File: config.mk
export PLATFORM = sky130hd
export DESIGN_NAME = cluster_axi_err_slv
export DESIGN_NICKNAME = d
export VERILOG_FILES = /design/src/rtl/cluster_axi_err_slv.sv
export SDC_FILE = /design/constraint.sdc
export NUM_CORES = 1
export LEC_CHECK = 0
export ABC_AREA = 0
export BUFFER_PORTS_ARGS = -buffer_cell sky130_fd_sc_hd__buf_2
export CORE_AREA = 2 2 128 130
export DETAILED_ROUTE_END_ITERATION = 8
export DIE_AREA = 0 0 130 132
export HOLD_SLACK_MARGIN = 0.12
export PLACE_DENSITY = 0.41
export SLEW_MARGIN = 20
export SYNTH_ARGS = -nofsm -noshare
export SYNTH_HDL_FRONTEND = slang
export SYNTH_SLANG_ARGS = --single-unit
File: constraint.sdc
create_clock -name clk_i -period 1.7 [get_ports clk_i]
set_input_delay 0.085 -clock clk_i [delete_from_list [all_inputs] [get_ports clk_i]]
set_output_delay 0.085 -clock clk_i [all_outputs]
set_load 0.02 [all_outputs]
File: src/rtl/cluster_axi_err_slv.sv
// rtl/cluster_axi_err_slv.sv - AXI4 error slave that ends every transaction with DECERR
//
// Purpose:
//   This module terminates any AXI4 transaction that reaches an unmapped crossbar
//   master port. Writes are answered with one B beat and reads with arlen+1 R beats.
//   Every response is DECERR, and nothing is forwarded.
//   The write and read channels run independent FSMs. Each FSM allows one
//   outstanding transaction.
//
// Optional feature:
//   CLUSTER_AXI_ERR_SLV_CNT_EN adds err_cnt_o, a saturating 16-bit count of
//   terminated transactions. One count is added per B handshake and one per last
//   R handshake.
//
// Ports:
//   clk_i        single clock
//   rst_ni       asynchronous active-low reset
//   err_cnt_o    terminated-transaction count (only with CLUSTER_AXI_ERR_SLV_CNT_EN)
//   slv_aw_*     AW channel of the AXI_BUS slave port (payload ignored except id)
//   slv_w_*      W channel (data/strobe discarded, only wlast is used)
//   slv_b_*      B channel (bid = latched awid, bresp = DECERR, buser = 0)
//   slv_ar_*     AR channel (id and len used)
//   slv_r_*      R channel (rdata = RESP_DATA, rresp = DECERR, ruser = 0)

module cluster_axi_err_slv #(
  parameter int unsigned AXI_ADDR_WIDTH = 32,
  parameter int unsigned AXI_DATA_WIDTH = 64,
  parameter int unsigned AXI_ID_WIDTH   = 6,
  parameter int unsigned AXI_USER_WIDTH = 6,
  parameter logic [63:0] RESP_DATA      = 64'hBADC_AB1E_BADC_AB1E
) (
  input  logic                        clk_i,
  input  logic                        rst_ni,
`ifdef CLUSTER_AXI_ERR_SLV_CNT_EN
  output logic [15:0]                 err_cnt_o,
`endif
  // AW
  input  logic [AXI_ID_WIDTH-1:0]     slv_aw_id,
  input  logic [AXI_ADDR_WIDTH-1:0]   slv_aw_addr,
  input  logic [7:0]                  slv_aw_len,
  input  logic [2:0]                  slv_aw_size,
  input  logic [1:0]                  slv_aw_burst,
  input  logic                        slv_aw_lock,
  input  logic [3:0]                  slv_aw_cache,
  input  logic [2:0]                  slv_aw_prot,
  input  logic [3:0]                  slv_aw_qos,
  input  logic [3:0]                  slv_aw_region,
  input  logic [AXI_USER_WIDTH-1:0]   slv_aw_user,
  input  logic                        slv_aw_valid,
  output logic                        slv_aw_ready,
  // W
  input  logic [AXI_DATA_WIDTH-1:0]   slv_w_data,
  input  logic [AXI_DATA_WIDTH/8-1:0] slv_w_strb,
  input  logic                        slv_w_last,
  input  logic [AXI_USER_WIDTH-1:0]   slv_w_user,
  input  logic                        slv_w_valid,
  output logic                        slv_w_ready,
  // B
  output logic [AXI_ID_WIDTH-1:0]     slv_b_id,
  output logic [1:0]                  slv_b_resp,
  output logic [AXI_USER_WIDTH-1:0]   slv_b_user,
  output logic                        slv_b_valid,
  input  logic                        slv_b_ready,
  // AR
  input  logic [AXI_ID_WIDTH-1:0]     slv_ar_id,
  input  logic [AXI_ADDR_WIDTH-1:0]   slv_ar_addr,
  input  logic [7:0]                  slv_ar_len,
  input  logic [2:0]                  slv_ar_size,
  input  logic [1:0]                  slv_ar_burst,
  input  logic                        slv_ar_lock,
  input  logic [3:0]                  slv_ar_cache,
  input  logic [2:0]                  slv_ar_prot,
  input  logic [3:0]                  slv_ar_qos,
  input  logic [3:0]                  slv_ar_region,
  input  logic [AXI_USER_WIDTH-1:0]   slv_ar_user,
  input  logic                        slv_ar_valid,
  output logic                        slv_ar_ready,
  // R
  output logic [AXI_ID_WIDTH-1:0]     slv_r_id,
  output logic [AXI_DATA_WIDTH-1:0]   slv_r_data,
  output logic [1:0]                  slv_r_resp,
  output logic                        slv_r_last,
  output logic [AXI_USER_WIDTH-1:0]   slv_r_user,
  output logic                        slv_r_valid,
  input  logic                        slv_r_ready
);

  localparam logic [1:0] RESP_DECERR = 2'b11;
  // Narrower buses keep the low bits of the pattern; wider buses zero-extend it.
  localparam logic [AXI_DATA_WIDTH-1:0] R_PATTERN = AXI_DATA_WIDTH'(RESP_DATA);

  typedef enum logic [1:0] {
    W_IDLE = 2'd0,
    W_DATA = 2'd1,
    W_RESP = 2'd2
  } w_state_e;

  typedef enum logic {
    R_IDLE = 1'b0,
    R_DATA = 1'b1
  } r_state_e;

  w_state_e                 w_state_q, w_state_d;
  r_state_e                 r_state_q, r_state_d;
  logic [AXI_ID_WIDTH-1:0]  aw_id_q;
  logic [AXI_ID_WIDTH-1:0]  ar_id_q;
  logic [7:0]               beat_cnt_q, beat_cnt_d;

  logic aw_hs;
  logic b_hs;
  logic ar_hs;
  logic r_last_hs;

  // ---------------------------------------------------------------------------
  // Write FSM
  // ---------------------------------------------------------------------------
  always_ff @(posedge clk_i or negedge rst_ni) begin
    if (!rst_ni) begin
      w_state_q <= W_IDLE;
      aw_id_q   <= '0;
    end else begin
      w_state_q <= w_state_d;
      if (aw_hs) begin
        aw_id_q <= slv_aw_id;
      end
    end
  end

  always_comb begin
    w_state_d    = w_state_q;
    slv_aw_ready = 1'b0;
    slv_w_ready  = 1'b0;
    slv_b_valid  = 1'b0;
    case (w_state_q)
      W_IDLE: begin
        slv_aw_ready = 1'b1;
        if (slv_aw_valid) begin
          w_state_d = W_DATA;
        end
      end
      W_DATA: begin
        // The burst ends at wlast. awlen is deliberately not cross-checked.
        slv_w_ready = 1'b1;
        if (slv_w_valid && slv_w_last) begin
          w_state_d = W_RESP;
        end
      end
      W_RESP: begin
        slv_b_valid = 1'b1;
        if (slv_b_ready) begin
          w_state_d = W_IDLE;
        end
      end
      default: begin
        w_state_d = W_IDLE;
      end
    endcase
  end

  assign aw_hs      = slv_aw_valid & slv_aw_ready;
  assign b_hs       = slv_b_valid & slv_b_ready;
  assign slv_b_id   = aw_id_q;
  assign slv_b_resp = RESP_DECERR;
  assign slv_b_user = '0;

  // ---------------------------------------------------------------------------
  // Read FSM
  // ---------------------------------------------------------------------------
  always_ff @(posedge clk_i or negedge rst_ni) begin
    if (!rst_ni) begin
      r_state_q  <= R_IDLE;
      ar_id_q    <= '0;
      beat_cnt_q <= 8'd0;
    end else begin
      r_state_q  <= r_state_d;
      beat_cnt_q <= beat_cnt_d;
      if (ar_hs) begin
        ar_id_q <= slv_ar_id;
      end
    end
  end

  always_comb begin
    r_state_d    = r_state_q;
    beat_cnt_d   = beat_cnt_q;
    slv_ar_ready = 1'b0;
    slv_r_valid  = 1'b0;
    case (r_state_q)
      R_IDLE: begin
        slv_ar_ready = 1'b1;
        if (slv_ar_valid) begin
          r_state_d  = R_DATA;
          beat_cnt_d = slv_ar_len;
        end
      end
      R_DATA: begin
        // The counter holds the number of beats left after the current one.
        // It only counts down, so arlen=255 gives 256 beats without wrapping.
        slv_r_valid = 1'b1;
        if (slv_r_ready) begin
          if (beat_cnt_q == 8'd0) begin
            r_state_d = R_IDLE;
          end else begin
            beat_cnt_d = beat_cnt_q - 8'd1;
          end
        end
      end
      default: begin
        r_state_d = R_IDLE;
      end
    endcase
  end

  assign ar_hs      = slv_ar_valid & slv_ar_ready;
  assign slv_r_last = (r_state_q == R_DATA) && (beat_cnt_q == 8'd0);
  assign r_last_hs  = slv_r_valid & slv_r_ready & slv_r_last;
  assign slv_r_id   = ar_id_q;
  assign slv_r_data = R_PATTERN;
  assign slv_r_resp = RESP_DECERR;
  assign slv_r_user = '0;

  // ---------------------------------------------------------------------------
  // Optional terminated-transaction counter
  // ---------------------------------------------------------------------------
`ifdef CLUSTER_AXI_ERR_SLV_CNT_EN
  logic [15:0] err_cnt_q;
  logic [1:0]  err_inc;
  logic [16:0] err_sum;

  // A B completion and a read completion can land in the same cycle, so the step is 0..2.
  assign err_inc = {1'b0, b_hs} + {1'b0, r_last_hs};
  assign err_sum = {1'b0, err_cnt_q} + {15'd0, err_inc};

  always_ff @(posedge clk_i or negedge rst_ni) begin
    if (!rst_ni) begin
      err_cnt_q <= 16'd0;
    end else if (err_sum[16]) begin
      err_cnt_q <= 16'hFFFF;
    end else begin
      err_cnt_q <= err_sum[15:0];
    end
  end

  assign err_cnt_o = err_cnt_q;
`else
  logic unused_events;
  assign unused_events = b_hs ^ r_last_hs;
`endif

  // Request payload that has no effect on the DECERR response.
  logic unused_inputs;
  assign unused_inputs = ^{slv_aw_addr, slv_aw_len, slv_aw_size, slv_aw_burst,
                           slv_aw_lock, slv_aw_cache, slv_aw_prot, slv_aw_qos,
                           slv_aw_region, slv_aw_user, slv_w_data, slv_w_strb,
                           slv_w_user, slv_ar_addr, slv_ar_size, slv_ar_burst,
                           slv_ar_lock, slv_ar_cache, slv_ar_prot, slv_ar_qos,
                           slv_ar_region, slv_ar_user};

endmodule

Word level (Yosys, flattened, before mapping)

Index checks and enable logic that the tools add are counted.

Add/subtract/negate cells: 1
Equal/unequal tests: 8
Reduce and logical (&&, ||, !) cells: 6
Bitwise gates (word level): 3
Multiplexer cells: 17

Operator list:

| operator              | count |
|---|---|
| $mux W8               | 3 |
| $pmux W8 S2           | 1 |
| $ne A2 B2 Y1 const B  | 6 |
| $logic_not A8 Y1      | 1 |
| $mux W1               | 8 |
| $sub A8 B1 Y8 const B | 1 |
| $mux W2               | 3 |
| $pmux W2 S3           | 1 |
| $reduce_and A3 Y1     | 2 |
| $and A1 B1 Y1         | 2 |
| $eq A2 B1 Y1 const B  | 1 |
| $eq A2 B2 Y1 const B  | 1 |
| $logic_and A1 B1 Y1   | 2 |
| $logic_not A2 Y1      | 1 |
| $pmux W1 S2           | 1 |
| $not A1 Y1            | 1 |

Bits in registers: 23
Logic and storage cells: 40
Output and inout bits: 98

Depth between registers and ports, before layout

Depth in word-level cells: 4
Depth in mapped cells: 7
Gate-level depth less buffers: 6

Worst setup path after synthesis

OpenSTA, ideal clock, no wires.

Path type: register -> register
From: register w_state_q[0]
To: register aw_id_q[0] (netlist: slv_b_id[0])
Cell stages (with the launch flop): 5
Path buffers: 1
Data required time: 1572 ps
Arrival: 1346 ps
Clock period less this slack: 1473 ps
Path slack: 227 ps
Library setup time: 128 ps
Cell sequence: dfrtp_1 nor2_1 and2_1 buf_2 mux2_1

Longest elaborated chain between the ends: 3

Ends and longest elaborated chain:

| element                  | line | RTL |
|---|---|---|
| start: declaration       | 103  | `w_state_e w_state_q, w_state_d;` |
| start signal: assignment | 122  | `w_state_q <= w_state_d;` |
| $logic_not A2 Y1         | 134  | `case (w_state_q)` |
| $mux W1                  | 134  |  |
| named net slv_aw_ready   | 50   | `output logic slv_aw_ready,` |
| $and A1 B1 Y1            | 160  | `assign aw_hs = slv_aw_valid & slv_aw_ready;` |
| end signal: assignment   | 124  | `aw_id_q <= slv_aw_id;` |
| end: declaration         | 105  | `logic [AXI_ID_WIDTH-1:0] aw_id_q;` |

The timed path passes the listed nets, and every way through them passes these cells.
A chain may end at the register's enable or synchronous reset.

Final worst setup path

From: register beat_cnt_q[1]
To: output port slv_r_last

Longest elaborated chain between the ends: 2

Ends and longest elaborated chain:

| element                  | line | RTL |
|---|---|---|
| start: declaration       | 107  | `logic [7:0] beat_cnt_q, beat_cnt_d;` |
| start signal: assignment | 176  | `beat_cnt_q <= beat_cnt_d;` |
| $logic_not A8 Y1         | 215  | `assign slv_r_last = (r_state_q == R_DATA) && (beat_cnt_q == 8'd0);` |
| $logic_and A1 B1 Y1      | 215  |  |
| end: declaration         | 82   | `output logic slv_r_last,` |

No other way between the ends.

==> results.txt <==
----------------------------------------------------
[Outcome]
  Status ... completed

[Setup path]
  Number of cells on the worst reg-to-reg path ... 6
  Nature of the critical path startpoint ... flip-flop
  Worst Setup EP ... slv_r_last
  CP Capture Type ... output port
  Critical path start-end classification ... flip-flop to output port
  Launch point of the worst path ... beat_cnt_q[1]
  Data arrival time of the worst path ... 1480 ps
  Worst endpoint required time ... 1620 ps
  End of the worst register-to-register path ... beat_cnt_q[3]
  Reg2reg start ... beat_cnt_q[1]
  Largest driver fanout on the critical path ... 4
  Slack of the worst reg-to-reg path ... 150 ps

[GRT]
  Congestion Overflow GR ... 0
  Total track usage ... 4.09%
  Largest net degree at the start of global routing ... 24
  Wire length of the first global-routing pass ... 5.76 mm
  Via count of the first global-routing pass ... 1138
  Number of antenna violations at the first check in global routing ... 0

[Yosys]
  Adder-cell area share of the yosys netlist ... 1.41%
  Post-synthesis instance area ... 0.00177 mm2
  Synth top area share ... 33.9%
  Synthesis Warnings ... 0
  Register bit total from synthesis ... 23
  Cell count after synthesis ... 184
  Library cells used by synthesis ... 30
  Largest family of logic cells by synthesized area ... buffers and inverters
  Post-Synth XOR/XNOR Area ... 0%
  Simple-gate area share of the yosys netlist ... 8.83%
  Sequential-to-total area share from yosys stat ... 32.5%
  Cell type with the largest total area after synthesis ... sky130_fd_sc_hd__buf_4
  Average instance area after synthesis ... 9.63 um2
  Ranking of synthesized cells by area ... sky130_fd_sc_hd__buf_4, sky130_fd_sc_hd__dfrtp_1, sky130_fd_sc_hd__mux2_1
  Complex-gate fraction of the synthesized area ... 9.75%
  Mux share of post-synthesis cell area ... 9.89%

[Finish]
  Area added between synthesis and finish ... 25.8%
  Commonest non-fill, non-tap cell in the layout ... sky130_fd_sc_hd__conb_1
  Inserted Diodes ... 0
  Most frequent cells in the layout ... sky130_fd_sc_hd__conb_1, sky130_fd_sc_hd__buf_2, sky130_fd_sc_hd__dfrtp_1
  Number of nets at the end of the flow ... 484
  Final cell count without fillers ... 465
  Proportion of layout cells with a drive suffix above 1 ... 22.5%
  Share of the core filled with cells in the final layout ... 14.2%
  Count of fill cells added during filler insertion ... 1783

[Clock network]
  CTS HTree Levels ... 1
  Buffer type at the clock tree root ... sky130_fd_sc_hd__clkbuf_16
  Number of gates resized after cts ... 0
  Clock latency on the worst-skew pair ... 260 ps
  CTS clk-pin slew, worst paths ... 60 ps
  Post-CTS setup buffers ... 0
  Number of buffers added by the clock tree synthesis step ... 3
  Clock tree from TritonCTS ... done
  Number of sinks handled by clock tree synthesis ... 23
  Maximum number of buffers from clock root to sink ... 2

[Placed design]
  Placed wire-length estimate after detailed placement ... 2.73 mm
  Placed cell count ... 441
  GPL Wtd Cong ... 0.707
  Number of buffers added on ports ... 45

[Route]
  DR vias ... 1237
  Post-DRT Antenna Nets ... 0
  Total Routed Length ... 3.58 mm
  Drc violations ... 0
  Number of vias per cell ... 2.66
  First drt pass iteration count ... 4
  Routed length per instance ... 7.69 um
  Initial drt markers ... 26

[Pwr]
  Power spent charging and discharging nets ... 1.18 mW
  Switching power share of the total ... 42.6%
  Flop pwr share ... 36.2%
  Total Power ... 2.77 mW
  Internal Pwr Total ... 1.59 mW
  Clock share of power ... 19.1%
  Peak VDD IR ... 0.540 mV
  Combinational fraction of design power ... 44.7%
  Static Leakage ... 1.07 nW
  Power per unit of standard cell area ... 1240 mW/mm2

[STA]
  Count of pins over their slew limit ... 0
  Final hold vios ... 0
  Slew margin rel. ... 64.8%
  Post-route setup TNS ... 0 ps
  Crit share post-route ... 92.1%
  RSZ-0062 raised after global routing ... false
  Minimum clock period after layout ... 1570 ps
  Worst hold-check slack ... 131 ps
  Total setup violations reported at the end of the flow ... 0
  Clock Skew ... 3.55 ps
  Timing-limited maximum frequency ... 639 MHz
  Worst slew pin tran ... 528 ps

[Die]
  Die X-Extent ... 130 um
  Total core area ... 0.0157 mm2
  Boundary pin count ... 330
  Height of the die ... 132 um
  Starting density of the core ... 11.3%
  Die footprint ... 0.0172 mm2
  Cell Rows ... 46

[Worst hold path]
  Class of the worst hold path ... primary input to flip-flop

[Run]
  Count of maximum capacitance violations ... 0

----------------------------------------------------
## metal layers
layer  global-route usage (%)  part of all wire [%]
met3                     1.06                    10
met2                     7.07                    48
met5                        0                     0
met1                     4.94                    41
met4                     1.25                  0.87
## final cells by class
class	count	area [um2]	share of cell area [%]
Tap cell	216	270	12.1
Clock buffer	3	75.1	3.37
Sequential cell	23	576	25.8
Multi-Input combinational cell	148	830	37.2
Clock inverter	1	7.51	0.337
Inverter	6	22.5	1.01
Timing Repair Buffer	68	448	20.1
## logic make-up after synthesis
kind of cell | after synthesis
multiplexers | 16
buffers and inverters | 91
AO/OA/AOI/OAI | 23
other | 2
AND/OR/NAND/NOR | 27
flip-flops | 23
adder cells (fa/ha/maj) | 2
## worst max-delay path, cell delays in order, from the launching register on
cell and delay (ps):
sky130_fd_sc_hd__dfrtp_1 410, sky130_fd_sc_hd__inv_1 90, sky130_fd_sc_hd__ha_1 150, sky130_fd_sc_hd__and4bb_4 240, sky130_fd_sc_hd__and2_1 160, sky130_fd_sc_hd__buf_2 170
## metrics by stage
step | cell area [um2] | worst slack (ps)
6_report | 2230 | 134
5_1_grt | 2230 | 44.2
4_1_cts | 2230 | 120
3_5_place_dp | 1950 | 152
3_3_place_gp | 1950 | 166
2_1_floorplan | 2060 | 227
## synth_stat cells
library cell	number
sky130_fd_sc_hd__a32o_1	1
sky130_fd_sc_hd__nor4_4	1
sky130_fd_sc_hd__ha_1	2
sky130_fd_sc_hd__clkbuf_1	1
sky130_fd_sc_hd__a221oi_2	1
sky130_fd_sc_hd__clkinv_1	1
sky130_fd_sc_hd__o21ba_1	1
sky130_fd_sc_hd__and4bb_4	1
sky130_fd_sc_hd__o22a_1	4
sky130_fd_sc_hd__a21o_4	1
sky130_fd_sc_hd__o21ai_1	3
sky130_fd_sc_hd__a31oi_1	2
sky130_fd_sc_hd__mux2i_1	4
sky130_fd_sc_hd__nor2b_1	4
sky130_fd_sc_hd__mux2_1	12
sky130_fd_sc_hd__nand2_1	4
sky130_fd_sc_hd__a21oi_1	7
sky130_fd_sc_hd__nor3_1	2
sky130_fd_sc_hd__buf_2	2
sky130_fd_sc_hd__nand3_1	1
sky130_fd_sc_hd__dfrtp_1	23
sky130_fd_sc_hd__and2_1	2
sky130_fd_sc_hd__conb_1	2
sky130_fd_sc_hd__nor2_1	11
sky130_fd_sc_hd__a21o_1	1
sky130_fd_sc_hd__a41oi_1	2
sky130_fd_sc_hd__buf_6	2
sky130_fd_sc_hd__and4b_1	1
sky130_fd_sc_hd__inv_1	5
sky130_fd_sc_hd__buf_4	80
## worst min-delay path by stage
stage / start / endpoint / cells past startpoint
after floorplan: rst_ni / beat_cnt_q[0] / 0
after global placement: rst_ni / beat_cnt_q[0] / 1
after detailed placement: rst_ni / beat_cnt_q[0] / 1
after CTS: slv_ar_len[7] / beat_cnt_q[7] / 3
after global routing: slv_ar_len[7] / beat_cnt_q[7] / 3
final: slv_ar_len[7] / beat_cnt_q[7] / 3
## sequential cells by signal (all words and copies together) (netlist names)
signal / cells
beat_cnt_q: 8
w_state_q: 2
slv_r_id: 6
r_state_q: 1
slv_b_id: 6
## power by group through the flow
| stage | logic, mW | clock network (mW) | registers (mW) |
|---|---|---|---|
| 5_1_grt | 1.37 | 0.576 | 1.04 |
| 3_3_place_gp | 1.19 | 0 | 1.00 |
| 4_1_cts | 1.25 | 0.550 | 1.00 |
| 3_5_place_dp | 1.20 | 0 | 1.01 |
| 2_1_floorplan | 0.815 | 0 | 1.15 |
| 6_report | 1.24 | 0.530 | 1.00 |
## what timing repair did
action	in CTS	in global routing
endpoints found under the hold margin	40	0
hold buffers	20	0
setup endpoints to repair	0	0
Note: power is estimated with default switching activity, not from simulation.
